<file path="src/rtl/instr_exec_unit.sv">
// Instruction execution unit: walks a run of instruction-register locations, executes
// each opcode (single-cycle ALU ops or a multi-cycle restoring divide) and hands results out.
module instr_exec_unit #(
  parameter int N_CYC_DIV = 32
) (
  input  logic               clk,
  input  logic               reset,
  input  logic               start,
  input  logic        [4:0]  first_addr,
  input  logic        [5:0]  count,
  output logic        [4:0]  read_pointer,
  input  logic        [3:0]  opc,
  input  logic signed [31:0] op_a,
  input  logic signed [31:0] op_b,
  output logic               res_valid,
  input  logic               res_ready,
  output logic signed [63:0] res_data,
  output logic        [4:0]  res_addr,
  output logic        [3:0]  res_opc,
  output logic               res_err,
  output logic               busy,
  output logic               done
);

  localparam int CNT_W = (N_CYC_DIV > 1) ? $clog2(N_CYC_DIV) : 1;
  localparam logic [CNT_W-1:0] CNT_LAST = CNT_W'(N_CYC_DIV - 1);

  localparam logic [3:0] OP_ZERO  = 4'd0;
  localparam logic [3:0] OP_PASSA = 4'd1;
  localparam logic [3:0] OP_PASSB = 4'd2;
  localparam logic [3:0] OP_ADD   = 4'd3;
  localparam logic [3:0] OP_SUB   = 4'd4;
  localparam logic [3:0] OP_MULT  = 4'd5;
  localparam logic [3:0] OP_DIV   = 4'd6;
  localparam logic [3:0] OP_MOD   = 4'd7;

  typedef enum logic [2:0] {
    IDLE   = 3'd0,
    FETCH  = 3'd1,
    EXEC   = 3'd2,
    DIVIDE = 3'd3,
    OUTPUT = 3'd4
  } state_t;

  state_t             state_r;
  logic [3:0]         opc_r;
  logic [31:0]        a_r;
  logic [31:0]        b_r;
  logic [4:0]         addr_r;
  logic [5:0]         remaining_r;
  logic [31:0]        div_rem_r;
  logic [31:0]        div_quo_r;
  logic [31:0]        div_dsr_r;
  logic [CNT_W-1:0]   div_cnt_r;
  logic               q_neg_r;
  logic               r_neg_r;

  logic signed [63:0] a_ext_s;
  logic signed [63:0] b_ext_s;
  logic signed [63:0] exec_data_s;
  logic               exec_err_s;
  logic               exec_div_s;
  logic [31:0]        a_mag_s;
  logic [31:0]        b_mag_s;

  logic [32:0]        div_shift_s;
  logic               div_ge_s;
  logic [31:0]        div_rem_nxt_s;
  logic [31:0]        div_quo_nxt_s;
  logic [63:0]        quo_ext_s;
  logic [63:0]        rem_ext_s;
  logic [63:0]        div_result_s;

  // Single-cycle opcode evaluation on the latched operands
  always_comb begin
    a_ext_s     = {{32{a_r[31]}}, a_r};
    b_ext_s     = {{32{b_r[31]}}, b_r};
    a_mag_s     = a_r[31] ? (32'd0 - a_r) : a_r;
    b_mag_s     = b_r[31] ? (32'd0 - b_r) : b_r;
    exec_data_s = 64'sd0;
    exec_err_s  = 1'b0;
    exec_div_s  = 1'b0;
    case (opc_r)
      OP_ZERO:  exec_data_s = 64'sd0;
      OP_PASSA: exec_data_s = a_ext_s;
      OP_PASSB: exec_data_s = b_ext_s;
      OP_ADD:   exec_data_s = a_ext_s + b_ext_s;
      OP_SUB:   exec_data_s = a_ext_s - b_ext_s;
      OP_MULT:  exec_data_s = a_ext_s * b_ext_s;
      OP_DIV, OP_MOD: begin
        if (b_r == 32'd0) begin
          exec_err_s = 1'b1;
        end else begin
          exec_div_s = 1'b1;
        end
      end
      default:  exec_err_s = 1'b1;
    endcase
  end

  // One restoring-divide step plus sign correction of the would-be final values
  always_comb begin
    div_shift_s = {div_rem_r, div_quo_r[31]};
    div_ge_s    = (div_shift_s >= {1'b0, div_dsr_r});
    if (div_ge_s) begin
      div_rem_nxt_s = 32'(div_shift_s - {1'b0, div_dsr_r});
      div_quo_nxt_s = {div_quo_r[30:0], 1'b1};
    end else begin
      div_rem_nxt_s = div_shift_s[31:0];
      div_quo_nxt_s = {div_quo_r[30:0], 1'b0};
    end
    // Magnitudes are zero-extended first so -2^31 / -1 yields +2^31
    quo_ext_s = {32'd0, div_quo_nxt_s};
    rem_ext_s = {32'd0, div_rem_nxt_s};
    if (opc_r == OP_MOD) begin
      div_result_s = r_neg_r ? (64'd0 - rem_ext_s) : rem_ext_s;
    end else begin
      div_result_s = q_neg_r ? (64'd0 - quo_ext_s) : quo_ext_s;
    end
  end

  // Run-control FSM with registered result and status outputs
  always_ff @(posedge clk or posedge reset) begin
    if (reset) begin
      state_r      <= IDLE;
      read_pointer <= 5'd0;
      remaining_r  <= 6'd0;
      opc_r        <= 4'd0;
      a_r          <= 32'd0;
      b_r          <= 32'd0;
      addr_r       <= 5'd0;
      div_rem_r    <= 32'd0;
      div_quo_r    <= 32'd0;
      div_dsr_r    <= 32'd0;
      div_cnt_r    <= {CNT_W{1'b0}};
      q_neg_r      <= 1'b0;
      r_neg_r      <= 1'b0;
      res_valid    <= 1'b0;
      res_data     <= 64'sd0;
      res_addr     <= 5'd0;
      res_opc      <= 4'd0;
      res_err      <= 1'b0;
      busy         <= 1'b0;
      done         <= 1'b0;
    end else begin
      done <= 1'b0;
      case (state_r)
        IDLE: begin
          if (start) begin
            if (count != 6'd0) begin
              read_pointer <= first_addr;
              remaining_r  <= count;
              busy         <= 1'b1;
              state_r      <= FETCH;
            end else begin
              done <= 1'b1;
            end
          end
        end
        FETCH: begin
          opc_r   <= opc;
          a_r     <= op_a;
          b_r     <= op_b;
          addr_r  <= read_pointer;
          state_r <= EXEC;
        end
        EXEC: begin
          res_addr <= addr_r;
          res_opc  <= opc_r;
          if (exec_div_s) begin
            div_rem_r <= 32'd0;
            div_quo_r <= a_mag_s;
            div_dsr_r <= b_mag_s;
            div_cnt_r <= {CNT_W{1'b0}};
            q_neg_r   <= a_r[31] ^ b_r[31];
            r_neg_r   <= a_r[31];
            state_r   <= DIVIDE;
          end else begin
            res_data  <= exec_data_s;
            res_err   <= exec_err_s;
            res_valid <= 1'b1;
            state_r   <= OUTPUT;
          end
        end
        DIVIDE: begin
          div_rem_r <= div_rem_nxt_s;
          div_quo_r <= div_quo_nxt_s;
          if (div_cnt_r == CNT_LAST) begin
            res_data  <= div_result_s;
            res_err   <= 1'b0;
            res_valid <= 1'b1;
            state_r   <= OUTPUT;
          end else begin
            div_cnt_r <= div_cnt_r + CNT_W'(1);
          end
        end
        OUTPUT: begin
          if (res_ready) begin
            res_valid <= 1'b0;
            if (remaining_r > 6'd1) begin
              remaining_r  <= remaining_r - 6'd1;
              read_pointer <= read_pointer + 5'd1;
              state_r      <= FETCH;
            end else begin
              remaining_r <= 6'd0;
              done        <= 1'b1;
              busy        <= 1'b0;
              state_r     <= IDLE;
            end
          end
        end
        default: begin
          state_r   <= IDLE;
          busy      <= 1'b0;
          res_valid <= 1'b0;
        end
      endcase
    end
  end

endmodule
</file>
<file path="config.mk">
export PLATFORM = sky130hd
export DESIGN_NAME = instr_exec_unit
export DESIGN_NICKNAME = d
export VERILOG_FILES = /design/src/rtl/instr_exec_unit.sv
export SDC_FILE = /design/constraint.sdc
export NUM_CORES = 2
export LEC_CHECK = 0
export BUFFER_PORTS_ARGS = -buffer_cell sky130_fd_sc_hd__buf_2
export CAP_MARGIN = 10
export CORE_UTILIZATION = 66
export DETAILED_ROUTE_END_ITERATION = 7
export GPL_ROUTABILITY_DRIVEN = 0
export PLACE_DENSITY = 0.92
export SKIP_CTS_REPAIR_TIMING = 1
export SLEW_MARGIN = 20
export SYNTH_ARGS = -nofsm -noshare
export SYNTH_HDL_FRONTEND = slang
export SYNTH_SLANG_ARGS = --single-unit
</file>
<file path="constraint.sdc">
create_clock -name clk -period 10.7 [get_ports clk]
set_input_delay 1.605 -clock clk [delete_from_list [all_inputs] [get_ports clk]]
set_output_delay 1.605 -clock clk [all_outputs]
set_load 0.02 [all_outputs]
</file>
### Yosys cells after proc, flatten, opt, wreduce, memory -nomap -nowiden

Cells that the tools add are included.
W data, S select, Z words.

* input port bits: 83
* logic and storage cells: 132
* output and inout bits: 82
* bits in registers: 267

* order comparisons: 2
* $add $sub $neg: 10
* reduce and logical (&&, ||, !) cells: 19
* multiply operators: 1
* multiplexer cells: 56
* bitwise logic cells: 3
* equality and inequality tests: 21

Operator list (number)
* $mux W64: 5
* $pmux W64 S5: 1
* $mux W32: 5
* $pmux W32 S2: 2
* $pmux W64 S2: 1
* $sub A1 B32 Y33 const A: 2
* $mul A32 B32 Y64: 1
* $sub A1 B32 Y32 const A: 2
* $add A32 B32 Y33: 1
* $ge A33 B32 Y1: 1
* $sub A32 B32 Y33: 1
* $logic_not A32 Y1: 1
* $sub A32 B32 Y32: 1
* $mux W5: 6
* $mux W6: 4
* $pmux W5 S2: 2
* $mux W1: 18
* $ne A2 B2 Y1 const B: 9
* $eq A4 B3 Y1 const B: 4
* $mux W3: 5
* $pmux W3 S5: 1
* $pmux W6 S2: 1
* $reduce_and A4 Y1: 3
* $add A5 B1 Y5 const B: 2
* 23 further kinds: 33

### Depth between registers and ports, before layout

* depth in word-level cells: 7
* mapped depth: 33
* depth with buffers taken out: 29

### Worst setup path after synthesis

No wires, ideal clock.

* path kind: register to register
* start: register a_r[31]
* end: register res_data[60]
* stages on the path, launching flop included: 33
* slack: 2.136 ns
* setup time: 0.067 ns
* arrival time: 8.497 ns
* buffers on the path: 4
* period minus slack after synthesis: 8.564 ns
* cells stage by stage: dfrtp_1 -> clkbuf_1 -> clkbuf_1 -> clkbuf_1 -> buf_1 -> nand2_1 -> inv_1 -> fa_1 -> inv_1 -> fa_1 -> inv_1 -> fa_1 -> fa_1 -> inv_1 -> fa_1 -> inv_1 -> fa_1 -> inv_1 -> fa_1 -> inv_1 -> fa_1 -> ha_1 -> a21o_1 -> a21o_1 -> a21oi_1 -> nor3b_1 -> nor2_1 -> nand2_1 -> nor3_1 -> nor2_1 -> a31oi_1 -> mux2i_1 -> o221a_1

* word-level cells in the longest chain between the ends: 4
* elaborated cells between the ends (all ways): 6
* classes of those cells: add/sub (2); mul (1); mux (3)

RTL lines
* from (decl): line 47 `logic [31:0] a_r;`
* from (signal assigned): line 162 `a_r <= op_a;`
* $mul A32 B32 Y64 (tied with other cells): line 89 `OP_MULT: exec_data_s = a_ext_s * b_ext_s;`
* $pmux W64 S5 (*): line 83 `case (opc_r)`
* $mux W64 (*): line 170 `if (exec_div_s) begin`
* $pmux W64 S2 (*): line 147 `case (state_r)`
* to (signal assigned): line 179 `res_data <= exec_data_s;`
* to (signal assigned): line 189 `res_data <= div_result_s;`
* to (decl): line 17 `output logic signed [63:0] res_data,`

Every way passes the cells marked *; elsewhere a longest branch is shown, timed or not. The select of a mux whose other input is x is not followed.
A chain may end at the register's enable or synchronous reset.

### Worst setup path in the final report

* start: register a_r[12]
* end: register res_data[63]

Same word-level chain as after synthesis.

==> impl_metrics.tcl <==
set metrics [dict create \
    vias 50720 \
    synth.net_count 7776 \
    dr.pass1.iters 8 \
    detail-route-antenna-nets 0 \
    clock_tree_buffer_depth 3 \
    worst_ep_required_time_ns 11.23 \
    worst_setup_path_start_kind "flip-flop" \
    fp.dieArea_mm2 0.08674 \
    layout-drive-gt1-share_pct 7.358 \
    worstSetupEndpointType "flip-flop" \
    wl_um 193800 \
    clockRootBuffer "sky130_fd_sc_hd__clkbuf_16" \
    vias_per_cell 6.871 \
    worst-endpoint-arrival_ns 10.75 \
    gr-max-usage-layer "met2" \
    drv.max_cap_violation_count 0 \
    cts-buffers-inserted 31 \
    commonest_non_fill_non_tap_cells_in_the_layout "sky130_fd_sc_hd__fa_1, sky130_fd_sc_hd__inv_1, sky130_fd_sc_hd__nand2_1, sky130_fd_sc_hd__and2_1, sky130_fd_sc_hd__nor2_1" \
    design.core.area_mm2 0.08422 \
    fin_tns_setup_ns 0 \
    hold_path_class "reg -> reg" \
    synth_flop_cell "sky130_fd_sc_hd__dfrtp_1" \
    synth_enable_flop_cells 0 \
    final.setup_skew_ns 0.04770 \
    final_critical_path_setup_slack_ns 0.4800 \
    finalSetupViolCount 0 \
    cts_tree "built" \
    drtIter0Drc 7842 \
    synth.avg_cell_area_um2 8.938 \
    synthesis.yosys.warnings 0 \
    timing.fmax_mhz 97.85 \
    floorplan.io_pins 165 \
    critical_path_class "reg -> reg" \
    synth.cell_area_mm2 0.05647 \
    worst_slack_at_placement_ns 1.250 \
    nNetsFinal 7671 \
    cts.clk_slew.worst_paths_ns 0.07 \
    drt-wirelength-per-cell_um 26.25 \
    die_width_um 294.5 \
    starting_density_of_the_core_pct 67.05 \
    worst_slew_pin_slew_ns 1.244 \
    worstPathMaxFanout 23 \
    cts_max_level 1 \
    grt_start_max_net_pins 166 \
    final_core_utilization_pct 70.15 \
    grt_first_pass_wirelength_um 300000 \
    first_global_vias 53980 \
    grt.met2_usage_pct 66.31 \
    layout.cells.most_common "sky130_fd_sc_hd__fa_1" \
    timing.final.crit_period_ns 10.22 \
    yosys_register_bits 267 \
    timing.final.crit_share_pct 95.51 \
    post_synth_inst_count 6318 \
    syn_to_final_growth_pct 4.622 \
    die_height_um 294.5 \
    timing.final.max_slew_violations 0 \
    final_hold_vios 0 \
    initial_antenna_violation_count 14 \
    gr-usage-met3_pct 19.30 \
    violations "design-rule violations" \
    dp.final_hpwl_um 142500 \
    status "finished, violations left" \
    synth_cell_types 98 \
    grt_setup_unrepaired "no" \
    io_buffers 164 \
    postSynth.asyncResetShare_pct 100.0 \
    grt_usage_pct 45.70 \
    grt_overflow_total 0 \
    fp-row-count 106 \
    remaining_drc_errors 237 \
    fillCellCount 5561 \
    groute.layer.met1.usage_pct 51.05 \
    synth-seq-area-share_pct 11.83 \
    worst_skew_pair.late_latency_ns 0.69 \
    cts_num_sinks 267 \
    max_slew_margin_pct 16.95 \
]
[cell type report]
class / count / area, µm² / area share, %
antenna: 10 / 25.02 / 0.04236
tap: 1134 / 1419 / 2.402
clock inverter: 23 / 279.0 / 0.4723
timing repair buffer: 265 / 1592 / 2.694
inverter: 1078 / 4059 / 6.870
multi-input combinational: 4570 / 44190 / 74.80
sequential: 267 / 6691 / 11.33
clock buffer: 35 / 820.8 / 1.389
[routing by layer]
metal  up-vias  share of wire [%]
met2      4690                 42
met1     24290                 30
met4        14                 12
met3      1885                 16
li1      19840                  -
met5         -               0.12
[sequential cells by signal, summed over array words and instances (netlist names), 3 cells and up]
signal and flops:
state_r 3, b_r 32, res_addr 5, div_cnt_r 5
read_pointer 5, remaining_r 6, div_quo_r 32, div_rem_r 32
res_opc 4, div_dsr_r 32, res_data 64, addr_r 5
opc_r 4, a_r 32
[worst max-delay path: stages (launching register included)]
cell and delay (ns):
sky130_fd_sc_hd__dfrtp_1 0.90, sky130_fd_sc_hd__buf_4 0.51, sky130_fd_sc_hd__and2_1 0.21, sky130_fd_sc_hd__fa_1 0.44
sky130_fd_sc_hd__fa_1 0.49, sky130_fd_sc_hd__fa_1 0.51, sky130_fd_sc_hd__inv_1 0.05, sky130_fd_sc_hd__fa_1 0.48
sky130_fd_sc_hd__inv_1 0.06, sky130_fd_sc_hd__fa_1 0.50, sky130_fd_sc_hd__fa_1 0.50, sky130_fd_sc_hd__fa_1 0.56
sky130_fd_sc_hd__fa_1 0.46, sky130_fd_sc_hd__ha_1 0.45, sky130_fd_sc_hd__and3_1 0.26, sky130_fd_sc_hd__and4_1 0.25
sky130_fd_sc_hd__nand3_1 0.09, sky130_fd_sc_hd__nor3_1 0.68, sky130_fd_sc_hd__o21ai_1 0.31, sky130_fd_sc_hd__a2111oi_0 0.48
sky130_fd_sc_hd__buf_4 0.23, sky130_fd_sc_hd__o21ai_0 0.15, sky130_fd_sc_hd__a211oi_1 0.59, sky130_fd_sc_hd__o21ai_0 0.31
sky130_fd_sc_hd__a21oi_1 0.22, sky130_fd_sc_hd__nor3_1 0.07, sky130_fd_sc_hd__o32a_1 0.29
[cells by family (layout without fill, tap and decap cells)]
group | Yosys count | count (layout) | synth area share (%)
DFF | 267 | 267 | 11.83
AOI/OAI and AO/OA | 1039 | 1039 | 12.54
adders and majority gates | 1375 | 1375 | 44.89
other | 0 | 10 | 0
muxes | 84 | 84 | 1.609
and+or+nand+nor | 1873 | 1873 | 16.04
buffers and inverters | 1481 | 1401 | 10.00
xor gates and xnor gates | 199 | 199 | 3.086
[metrics by stage]
step / hold WS (ns) / instance area, µm² / instances
2_1_floorplan: 0.4498 / 56470 / 6318
3_3_place_gp: 0.4476 / 57950 / 7314
3_5_place_dp: 0.4649 / 57950 / 7314
4_1_cts: 0.4792 / 59050 / 7372
5_1_grt: 0.5017 / 59070 / 7377
6_report: 0.4738 / 59080 / 7382
[synthesized netlist by cell type, drive strengths merged, types with 17 or more instances]
library cell  count  share of area, %
fa             1085                38
inv            1076               7.2
nand2           735               4.9
and2            455               5.0
clkbuf          343               2.3
nor2            314               2.1
o21ai           298               2.7
ha              290               6.4
dfrtp           267                12
a21oi           204               1.8
xnor2           121               1.9
nand3            79              0.70
xor2             78               1.2
a21o             67              0.89
nor3             67              0.64
buf              60              0.55
mux2             54               1.1
o31ai            44              0.61
a221o            42              0.74
a31oi            37              0.42
nand2b           36              0.40
a211oi           32              0.43
nor4             32              0.40
o21a             32              0.43
mux2i            30              0.53
a222oi           29              0.51
nand4            28              0.32
o211ai           27              0.36
or3              27              0.30
nor2b            26              0.29
o221a            26              0.52
and3             19              0.21
o22ai            19              0.21
o41ai            18              0.28
a22oi            17              0.23
[path summary, 6_finish.rpt]
| kind | startpoint | endpoint | slack, ns | cells after the start |
|---|---|---|---|---|
| setup / recovery | a_r[12] | res_data[63] | 0.48 | 26 |
| hold / removal | res_data[11] | res_data[11] | 0.47 | 2 |
| setup reg to reg | a_r[12] | res_data[63] | 0.48 | 26 |
| hold reg to reg | res_data[11] | res_data[11] | 0.47 | 2 |
| max in group asynchronous | reset | b_r[23] | 8.00 | 3 |
| min in group asynchronous | reset | res_data[38] | 1.09 | 2 |
Power is left out: the tool's default activity adds up to more than one toggle a clock period on the data nets, which glitch-free logic cannot reach.
